`config.mk`:
```
export PLATFORM = sky130hd
export DESIGN_NAME = player_shot_ctrl_flat
export DESIGN_NICKNAME = d
export VERILOG_FILES = /design/src/rtl/player_shot_ctrl_pkg.sv /design/src/rtl/player_shot_ctrl_if.sv /design/src/rtl/player_shot_ctrl_switch_debounce.sv /design/src/rtl/player_shot_ctrl.sv /design/src/flat_wrapper.sv
export SDC_FILE = /design/constraint.sdc
export NUM_CORES = 1
export LEC_CHECK = 0
export ABC_AREA = 1
export ABC_CLOCK_PERIOD_IN_PS = 1580
export CORE_AREA = 2 2 74 76
export CTS_BUF_LIST = sky130_fd_sc_hd__clkbuf_2
export DETAILED_ROUTE_END_ITERATION = 6
export DIE_AREA = 0 0 76 78
export GPL_TIMING_DRIVEN = 0
export PLACE_DENSITY = 0.77
export SKIP_CTS_REPAIR_TIMING = 1
export SYNTH_ARGS = -nofsm -noshare
export SYNTH_HDL_FRONTEND = slang
export SYNTH_SLANG_ARGS = --single-unit
```
`constraint.sdc`:
```
create_clock -name clk -period 1.58 [get_ports clk]
set_input_delay 0.316 -clock clk [delete_from_list [all_inputs] [get_ports clk]]
set_output_delay 0.316 -clock clk [all_outputs]
set_load 0.1 [all_outputs]
```
`src/rtl/player_shot_ctrl_pkg.sv`:
```
// Shared types and playfield constants for the player/shot control stage.
package player_shot_ctrl_pkg;

    localparam int COORD_W  = 9;

    localparam int X_MIN    = 72;
    localparam int X_MAX    = 216;
    localparam int SHOT_Y0  = 207;
    localparam int PLAYER_Y = 215;

    typedef enum logic [1:0] {
        ST_IDLE = 2'd0,
        ST_FLY  = 2'd1,
        ST_COOL = 2'd2
    } shot_state_e;

endpackage

```
`src/rtl/player_shot_ctrl_if.sv`:
```
// Frame/switch/hit inputs and sprite-coordinate outputs of the control stage.
interface player_shot_ctrl_if;
    import player_shot_ctrl_pkg::*;

    logic               frame_tick;
    logic               swR;
    logic               swL;
    logic               swF;
    logic               hit;
    logic [COORD_W-1:0] player_X;
    logic [COORD_W-1:0] shot_X;
    logic [COORD_W-1:0] shot_Y;
    logic               shot_active;
    logic               shot_fired;

    modport master (
        output frame_tick, swR, swL, swF, hit,
        input  player_X, shot_X, shot_Y, shot_active, shot_fired
    );

    modport slave (
        input  frame_tick, swR, swL, swF, hit,
        output player_X, shot_X, shot_Y, shot_active, shot_fired
    );

endinterface

```
`src/rtl/player_shot_ctrl_switch_debounce.sv`:
```
// Two-flop synchroniser plus frame-rate debouncer for one raw switch.
module switch_debounce #(
    parameter int DB_FRAMES = 3
) (
    input  logic clk,
    input  logic rst_n,
    input  logic frame_tick,
    input  logic sw_async,
    output logic sw_db
);

    localparam int CNT_W = $clog2(DB_FRAMES + 1);

    logic             sync1_q;
    logic             sync2_q;
    logic             db_q;
    logic             db_d;
    logic [CNT_W-1:0] cnt_q;
    logic [CNT_W-1:0] cnt_d;

    // Bring the asynchronous switch into the clk domain
    always_ff @(posedge clk or negedge rst_n) begin
        if (!rst_n) begin
            sync1_q <= 1'b0;
            sync2_q <= 1'b0;
        end else begin
            sync1_q <= sw_async;
            sync2_q <= sync1_q;
        end
    end

    // Count consecutive frame ticks of disagreement; flip after DB_FRAMES of them
    always_comb begin
        db_d  = db_q;
        cnt_d = cnt_q;
        if (frame_tick) begin
            if (sync2_q != db_q) begin
                if (cnt_q == CNT_W'(DB_FRAMES - 1)) begin
                    db_d  = ~db_q;
                    cnt_d = '0;
                end else begin
                    cnt_d = cnt_q + CNT_W'(1);
                end
            end else begin
                cnt_d = '0;
            end
        end
    end

    // Debounce state register
    always_ff @(posedge clk or negedge rst_n) begin
        if (!rst_n) begin
            db_q  <= 1'b0;
            cnt_q <= '0;
        end else begin
            db_q  <= db_d;
            cnt_q <= cnt_d;
        end
    end

    assign sw_db = db_q;

endmodule

```
`src/rtl/player_shot_ctrl.sv`:
```
// Player movement and single-bullet control, updated once per video frame.
module player_shot_ctrl #(
    parameter int X_MIN       = player_shot_ctrl_pkg::X_MIN,
    parameter int X_MAX       = player_shot_ctrl_pkg::X_MAX,
    parameter int X_RESET     = 150,
    parameter int MOVE_STEP   = 2,
    parameter int SHOT_Y0     = player_shot_ctrl_pkg::SHOT_Y0,
    parameter int SHOT_DX     = 2,
    parameter int SHOT_STEP   = 4,
    parameter int DB_FRAMES   = 3,
    parameter int COOL_FRAMES = 8
) (
    input  logic               clk,
    input  logic               rst_n,
    player_shot_ctrl_if.slave  io
);
    import player_shot_ctrl_pkg::*;

    localparam int COOL_W = $clog2(COOL_FRAMES + 1);
    localparam logic [COORD_W:0] XMIN_E = (COORD_W + 1)'(X_MIN);
    localparam logic [COORD_W:0] XMAX_E = (COORD_W + 1)'(X_MAX);
    localparam logic [COORD_W:0] STEP_E = (COORD_W + 1)'(MOVE_STEP);

    logic               db_r;
    logic               db_l;
    logic               db_f;
    logic               fire_prev_q;
    logic               fire_req_q;
    logic               fire_req_d;
    logic [COORD_W-1:0] player_x_q;
    logic [COORD_W-1:0] player_x_d;
    logic [COORD_W-1:0] shot_x_q;
    logic [COORD_W-1:0] shot_x_d;
    logic [COORD_W-1:0] shot_y_q;
    logic [COORD_W-1:0] shot_y_d;
    logic [COOL_W-1:0]  cool_cnt_q;
    logic [COOL_W-1:0]  cool_cnt_d;
    logic               shot_fired_q;
    logic               shot_fired_d;
    logic [COORD_W:0]   px_ext;
    logic [COORD_W:0]   px_right;
    logic [COORD_W:0]   px_left;
    shot_state_e        state_q;
    shot_state_e        state_d;

    switch_debounce #(.DB_FRAMES(DB_FRAMES)) u_db_r (
        .clk        (clk),
        .rst_n      (rst_n),
        .frame_tick (io.frame_tick),
        .sw_async   (io.swR),
        .sw_db      (db_r)
    );

    switch_debounce #(.DB_FRAMES(DB_FRAMES)) u_db_l (
        .clk        (clk),
        .rst_n      (rst_n),
        .frame_tick (io.frame_tick),
        .sw_async   (io.swL),
        .sw_db      (db_l)
    );

    switch_debounce #(.DB_FRAMES(DB_FRAMES)) u_db_f (
        .clk        (clk),
        .rst_n      (rst_n),
        .frame_tick (io.frame_tick),
        .sw_async   (io.swF),
        .sw_db      (db_f)
    );

    // Fire request: set on a debounced rising edge, consumed by every frame tick
    always_comb begin
        fire_req_d = fire_req_q;
        if (io.frame_tick) begin
            fire_req_d = 1'b0;
        end
        if (db_f && !fire_prev_q) begin
            fire_req_d = 1'b1;
        end
    end

    // Horizontal move with 10-bit clamping; both or neither switch holds position
    always_comb begin
        px_ext     = {1'b0, player_x_q};
        px_right   = px_ext + STEP_E;
        px_left    = px_ext - STEP_E;
        player_x_d = player_x_q;
        if (io.frame_tick && (db_r != db_l)) begin
            if (db_r) begin
                player_x_d = (px_right > XMAX_E) ? COORD_W'(XMAX_E) : COORD_W'(px_right);
            end else begin
                player_x_d = (px_ext < XMIN_E + STEP_E) ? COORD_W'(XMIN_E) : COORD_W'(px_left);
            end
        end
    end

    // Shot FSM next state; hit has priority over the frame tick while flying
    always_comb begin
        state_d      = state_q;
        shot_x_d     = shot_x_q;
        shot_y_d     = shot_y_q;
        cool_cnt_d   = cool_cnt_q;
        shot_fired_d = 1'b0;
        case (state_q)
            ST_IDLE: begin
                if (io.frame_tick && fire_req_q) begin
                    shot_x_d     = player_x_q + COORD_W'(SHOT_DX);
                    shot_y_d     = COORD_W'(SHOT_Y0);
                    shot_fired_d = 1'b1;
                    state_d      = ST_FLY;
                end
            end
            ST_FLY: begin
                if (io.hit) begin
                    state_d    = ST_COOL;
                    cool_cnt_d = '0;
                end else if (io.frame_tick) begin
                    if (shot_y_q < COORD_W'(SHOT_STEP)) begin
                        state_d    = ST_COOL;
                        cool_cnt_d = '0;
                    end else begin
                        shot_y_d = shot_y_q - COORD_W'(SHOT_STEP);
                    end
                end
            end
            ST_COOL: begin
                if (io.frame_tick) begin
                    if (cool_cnt_q == COOL_W'(COOL_FRAMES - 1)) begin
                        state_d    = ST_IDLE;
                        cool_cnt_d = '0;
                    end else begin
                        cool_cnt_d = cool_cnt_q + COOL_W'(1);
                    end
                end
            end
            default: state_d = ST_IDLE;
        endcase
    end

    // State and output registers
    always_ff @(posedge clk or negedge rst_n) begin
        if (!rst_n) begin
            state_q      <= ST_IDLE;
            fire_prev_q  <= 1'b0;
            fire_req_q   <= 1'b0;
            player_x_q   <= COORD_W'(X_RESET);
            shot_x_q     <= '0;
            shot_y_q     <= '0;
            cool_cnt_q   <= '0;
            shot_fired_q <= 1'b0;
        end else begin
            state_q      <= state_d;
            fire_prev_q  <= db_f;
            fire_req_q   <= fire_req_d;
            player_x_q   <= player_x_d;
            shot_x_q     <= shot_x_d;
            shot_y_q     <= shot_y_d;
            cool_cnt_q   <= cool_cnt_d;
            shot_fired_q <= shot_fired_d;
        end
    end

    assign io.player_X    = player_x_q;
    assign io.shot_X      = shot_x_q;
    assign io.shot_Y      = shot_y_q;
    assign io.shot_active = (state_q == ST_FLY);
    assign io.shot_fired  = shot_fired_q;

endmodule
```
`src/flat_wrapper.sv`:
```
// flat-port wrapper written by rule: the top's interface ports become plain ports
module player_shot_ctrl_flat import player_shot_ctrl_pkg::*;
#(
    parameter int X_MIN       = player_shot_ctrl_pkg::X_MIN,
    parameter int X_MAX       = player_shot_ctrl_pkg::X_MAX,
    parameter int X_RESET     = 150,
    parameter int MOVE_STEP   = 2,
    parameter int SHOT_Y0     = player_shot_ctrl_pkg::SHOT_Y0,
    parameter int SHOT_DX     = 2,
    parameter int SHOT_STEP   = 4,
    parameter int DB_FRAMES   = 3,
    parameter int COOL_FRAMES = 8
)
  (clk, rst_n, io_frame_tick, io_swR, io_swL, io_swF, io_hit, io_player_X, io_shot_X, io_shot_Y, io_shot_active, io_shot_fired);
  player_shot_ctrl_if io_i ();
  input  logic clk;
  input  logic rst_n;
  input wire logic [$bits(io_i.frame_tick)-1:0] io_frame_tick;
  input wire logic [$bits(io_i.swR)-1:0] io_swR;
  input wire logic [$bits(io_i.swL)-1:0] io_swL;
  input wire logic [$bits(io_i.swF)-1:0] io_swF;
  input wire logic [$bits(io_i.hit)-1:0] io_hit;
  output wire logic [$bits(io_i.player_X)-1:0] io_player_X;
  output wire logic [$bits(io_i.shot_X)-1:0] io_shot_X;
  output wire logic [$bits(io_i.shot_Y)-1:0] io_shot_Y;
  output wire logic [$bits(io_i.shot_active)-1:0] io_shot_active;
  output wire logic [$bits(io_i.shot_fired)-1:0] io_shot_fired;
  assign io_i.frame_tick = io_frame_tick;
  assign io_i.swR = io_swR;
  assign io_i.swL = io_swL;
  assign io_i.swF = io_swF;
  assign io_i.hit = io_hit;
  assign io_player_X = io_i.player_X;
  assign io_shot_X = io_i.shot_X;
  assign io_shot_Y = io_i.shot_Y;
  assign io_shot_active = io_i.shot_active;
  assign io_shot_fired = io_i.shot_fired;
  player_shot_ctrl #(.X_MIN(X_MIN), .X_MAX(X_MAX), .X_RESET(X_RESET), .MOVE_STEP(MOVE_STEP), .SHOT_Y0(SHOT_Y0), .SHOT_DX(SHOT_DX), .SHOT_STEP(SHOT_STEP), .DB_FRAMES(DB_FRAMES), .COOL_FRAMES(COOL_FRAMES)) u_core (.clk(clk), .rst_n(rst_n), .io(io_i));
endmodule
```
# Word level (Yosys, flattened, before mapping)
# Index checks and enable logic that the tools add are counted.
# word_totals
register_bits	51
latchBits	0
mem_bits_rw	0
romBits	0
in_bits	7
output_inout_bits	29
n_memories	0
# classes
add_sub_neg	8
n_mul	0
n_div	0
magnitude_cmp	3
n_eq_ne	18
n_shift	0
n_mux	31
bitwise_logic	3
reduce_logical	15
# op_table
operator	count
9-bit two-way mux	7
2-bit two-way mux	12
4-bit two-way mux	5
9-bit one-hot mux with 2 select lines	1
9-bit by 2-bit adder with 10-bit output, second input constant	1
10-bit by 8-bit > comparator with 1-bit output, second input constant	1
5-bit AND reduction	2
9-bit by 2-bit adder with 9-bit output, second input constant	1
9-bit by 3-bit < comparator with 1-bit output, second input constant	1
9-bit by 7-bit < comparator with 1-bit output, second input constant	1
3-bit AND reduction	3
9-bit by 2-bit subtractor with 9-bit output, second input constant	1
9-bit by 3-bit subtractor with 9-bit output, second input constant	1
2-bit == test, second input constant	4
2-bit != test, second input constant	4
4-bit one-hot mux with 2 select lines	1
2-bit by 1-bit adder with 2-bit output, second input constant	3
2-bit one-hot mux with 3 select lines	1
2-bit nonzero test	3
4-bit by 1-bit adder with 4-bit output, second input constant	1
4-bit by 3-bit == test with 1-bit output, second input constant	1
1-bit two-way mux	4
1-bit != test	4
2-bit by 1-bit != test with 1-bit output, second input constant	2
9 further kinds	13

# Logic depth before layout (Yosys ltp)
# logic_depth
ltp_word	5
mapped_depth	13

# By module
# Synthesis repeated with hierarchy kept, for this count alone.
# hier_totals
hier_cells	332
hier_area_um2	2626.3
# by_module_without_submodules
mod	instances	cells_per_inst	area_each_um2	seq_area_each_um2
player_shot_ctrl	1	269	2044.5	830.8
switch_debounce	3	21	193.9	125.1

# Worst setup path after synthesis
# Ideal clock, no wire load.
# synth_path
path_type	reg2reg
start	reg u_core.player_x_q[1] (netlist: u_core.io.player_X[1])
end	reg u_core.player_x_q[4] (netlist: u_core.io.player_X[4])
setup_time_ps	68
arrival_ps	2049
slack_ps	-537
path_stages_with_launch	14
n_path_buf	0
period_less_slack_ps	2117
path_cell_list	dfstp_2 inv_1 ha_1 inv_1 nand2_1 nand2_1 nand2_1 nand2_2 inv_2 nor2_4 nand2_1 nand2_1 inv_1 a21oi_2
# synth_between
elab_chain_len	4
elab_cells_between_ends	7
cone_classes	add/sub: 2; order compare: 2; mux: 3
# synth_lines
element	line_no	text
start, declared	player_shot_ctrl.sv:30	logic [COORD_W-1:0] player_x_q;
start signal, assigned	player_shot_ctrl.sv:145	player_x_q <= COORD_W'(X_RESET);
start signal, assigned	player_shot_ctrl.sv:154	player_x_q <= player_x_d;
9-bit by 2-bit adder with 10-bit output	player_shot_ctrl.sv:84	px_right = px_ext + STEP_E;
10-bit by 8-bit > comparator with 1-bit output	player_shot_ctrl.sv:89	player_x_d = (px_right > XMAX_E) ? COORD_W'(XMAX_E) : COORD_W'(px_right);
9-bit two-way mux	player_shot_ctrl.sv:89	
9-bit two-way mux *	player_shot_ctrl.sv:88	if (db_r) begin
# Every way passes the cells marked *; elsewhere a longest branch is shown, timed or not.
# A chain may end at the register's enable or synchronous reset.

# Final worst setup path
# layout_path
start	reg u_core.player_x_q[1] (netlist: u_core.io.player_X[1])
end	out io_player_X[1]
# layout_rtl
element	line_no	text
end, declared	flat_wrapper.sv:23	output wire logic [$bits(io_i.player_X)-1:0] io_player_X;
# No word-level cell between the ends.

==> out/results.ini <==
[run_status]
status = complete, but fails checks
violations = setup timing

[cts]
cts_sinks = 48
cts_inserted_buffers = 5
path_clk_slew_ns = 0.24
cts_max_path_buffers = 2
clk_latency_ns = 0.45
htreeDepth = 2
cts_tree = yes
root_buffer = clkbuf_2

[worst_setup_path]
worstSetupPathType = register to output port
crit_chain = buf_4, buf_12
cp.required_ns = 1.26
endpoint_kind = output port
slowest_delay_ns = 0.72
crit_arrival_ns = 1.44
crit_path_top_delay_cell = dfstp_4
cp-start-kind = register
crit_fanout = 7

[sta]
period_minus_slack_ns = 1.76
hold_viol = 0
fin_ws_ns = -0.180
rsz0062_at_grt = true
fin_crit_sh = 1.11
worst_slew_pin_slew_ns = 0.584
relSlewSlack = 0.610
max_freq_mhz = 568
finalMaxSlewViolations = 0
fin_skew_ns = 0.0304
holdWs_ns = 0.273
setup_viol = 14

[synthesis]
synth_top_family_by_area = simple AND/OR/NAND/NOR gates
ys_ff_latch = 48
netlist_area_um2 = 2550
synth_edf_count = 0
synthArstFlopShare = 1.00
seq_area_frac_synth = 0.472
synth_top_area_cell = dfrtp_1
synth_common_cells = nand2_1, dfrtp_1, inv_1
ys_warn_count = 0
yosys.area_share.simple = 0.265
yosys_most_used_dff = dfrtp_1
synthTopCellsByArea = dfrtp_1, nand2_1, inv_1, o21ai_0, nor2_1
yosysTopAreaCellShare = 0.431
synth_compound_area_frac = 0.103
synthAdderAreaFrac = 0.0245
synthXorXnorAreaFrac = 0.0412
yosysMostFrequentCell = nand2_1
syn_avg_cell_area_um2 = 8.11
netlist_instances = 315
synth_cell_types = 33
muxShareOfSynthArea = 0

[cells_and_area]
synthToLayoutAreaGrowth_pct = 28.4
fin_nets = 379
antenna_cells = 0
drive_gt1_frac = 0.307

[grt]
grt_antenna_before_repair = 0
grt_first_pass_wirelength_um = 9140
grt_overflow = 0
met3_usage = 0.0442
grt-busiest-layer = met2
grt_pass1_vias = 2073
grt_max_degree = 26
grtUsageTotal = 0.189
use_met1 = 0.241
met2_usage = 0.321

[routing]
drcViolationCount = 0
drt-pass1-iter-count = 4
vias = 2199
drt-vias-per-instance = 5.02
postRouteAntennaNets = 0
drtIter0Drc = 143
wl_per_cell_um = 12.3
wirelength_um = 5380

[job]
cap_violations = 0

[floorplan]
initial_utilization = 0.506
fp.dieW_um = 76
rows = 26
dieArea_um2 = 5930
core-area_um2 = 5040
ios = 36
die-height_um = 78

[place]
gp_congestion = 0.883
portBuffers = 33
dp_hpwl_um = 3820

[hold_path]
worstHoldPathType = primary input to register

-- cells by family after synthesis --
family                   after synthesis
AO/OA/AOI/OAI                         48
other                                  1
AND/OR/NAND/NOR                      146
adder cells (fa/ha/maj)                5
buffers and inverters                 55
flip-flops                            48
XOR/XNOR                              12
-- cell usage in the layout (no fill, tap or decap), types with 3 or more instances in the layout --
| cell type | n |
|---|---|
| inv_2 | 8 |
| nor2_2 | 3 |
| clkbuf_2 | 6 |
| a21oi_1 | 9 |
| nand3_2 | 5 |
| buf_12 | 7 |
| nand3_1 | 19 |
| dfrtp_1 | 33 |
| clkdlybuf4s50_1 | 5 |
| nor2_4 | 3 |
| o21ai_0 | 23 |
| nand4_1 | 4 |
| o21ai_1 | 3 |
| dfstp_4 | 4 |
| dfrtp_2 | 11 |
| clkbuf_4 | 5 |
| o31ai_1 | 3 |
| nand2_1 | 64 |
| xor2_1 | 10 |
| ha_1 | 3 |
| inv_1 | 37 |
| nand2_2 | 10 |
| a21oi_2 | 4 |
| buf_4 | 20 |
| nor2_1 | 30 |
| buf_6 | 8 |
-- metrics by stage --
stage | setup slack (ns) | utilization | setup TNS [ns] | instance area, um^2 | instances
finish | -0.180 | 0.650 | -1.56 | 3280 | 438
global route | -0.278 | 0.650 | -3.09 | 3280 | 438
CTS | -1.07 | 0.620 | -23.57 | 3130 | 428
detailed placement | -0.548 | 0.612 | -14.06 | 3080 | 420
global placement | -1.35 | 0.607 | -68.51 | 3060 | 419
floorplan | -0.253 | - | -1.78 | 2640 | 316
-- path summary, 6_finish.rpt --
kind	from	cells after the start	end	slack, ns
setup reg to reg	u_core.io.player_X[1]$_DFFE_PN1P_	13	u_core.io.player_X[2]$_DFFE_PN1P_	-0.18
setup / recovery	u_core.io.player_X[1]$_DFFE_PN1P_	2	io_player_X[1]	-0.18
hold / removal	io_swL	1	u_core.u_db_l.sync1_q$_DFF_PN0_	0.27
max in group asynchronous	rst_n	3	u_core.io.player_X[7]$_DFFE_PN1P_	0.64
hold reg to reg	u_core.u_db_r.sync1_q$_DFF_PN0_	0	u_core.u_db_r.sync2_q$_DFF_PN0_	0.38
min in group asynchronous	rst_n	2	u_core.io.shot_X[2]$_DFFE_PN0P_	0.35
-- layout make-up --
cell class / count / area [um^2]
fillers: 426 / 1760
flip-flops and latches: 48 / 1230
multi-input cells: 213 / 1190
repair buffers: 44 / 474
inverters: 48 / 186
well taps: 70 / 87.6
plain buffers: 7 / 58.8
clock buffers: 6 / 30.0
clock inverters: 2 / 12.5
-- worst max-delay path, delay by kind of cell, from the launching register on --
| family | cells | cell delay (ns) |
|---|---|---|
| buf+inv | 2 | 0.30 |
| flops | 1 | 0.72 |
-- sequential cells by signal, indices dropped and copies added, names as in the netlist, 2 cells and up --
register	flops
u_core.cool_cnt_q	4
u_core.io.player_X	8
u_core.io.shot_X	8
u_core.io.shot_Y	8
u_core.state_q	2
u_core.u_db_f.cnt_q	2
u_core.u_db_l.cnt_q	2
u_core.u_db_r.cnt_q	2
-- layer usage --
layer  vias up  wire length [um]
li1       1098                 -
met3        16               263
met4         0               155
met5         -                 0
met2        58              2520
met1      1027              2440
Power is not shown: default switching activity piles up to over one toggle a cycle in this logic, so the estimate is an artifact.
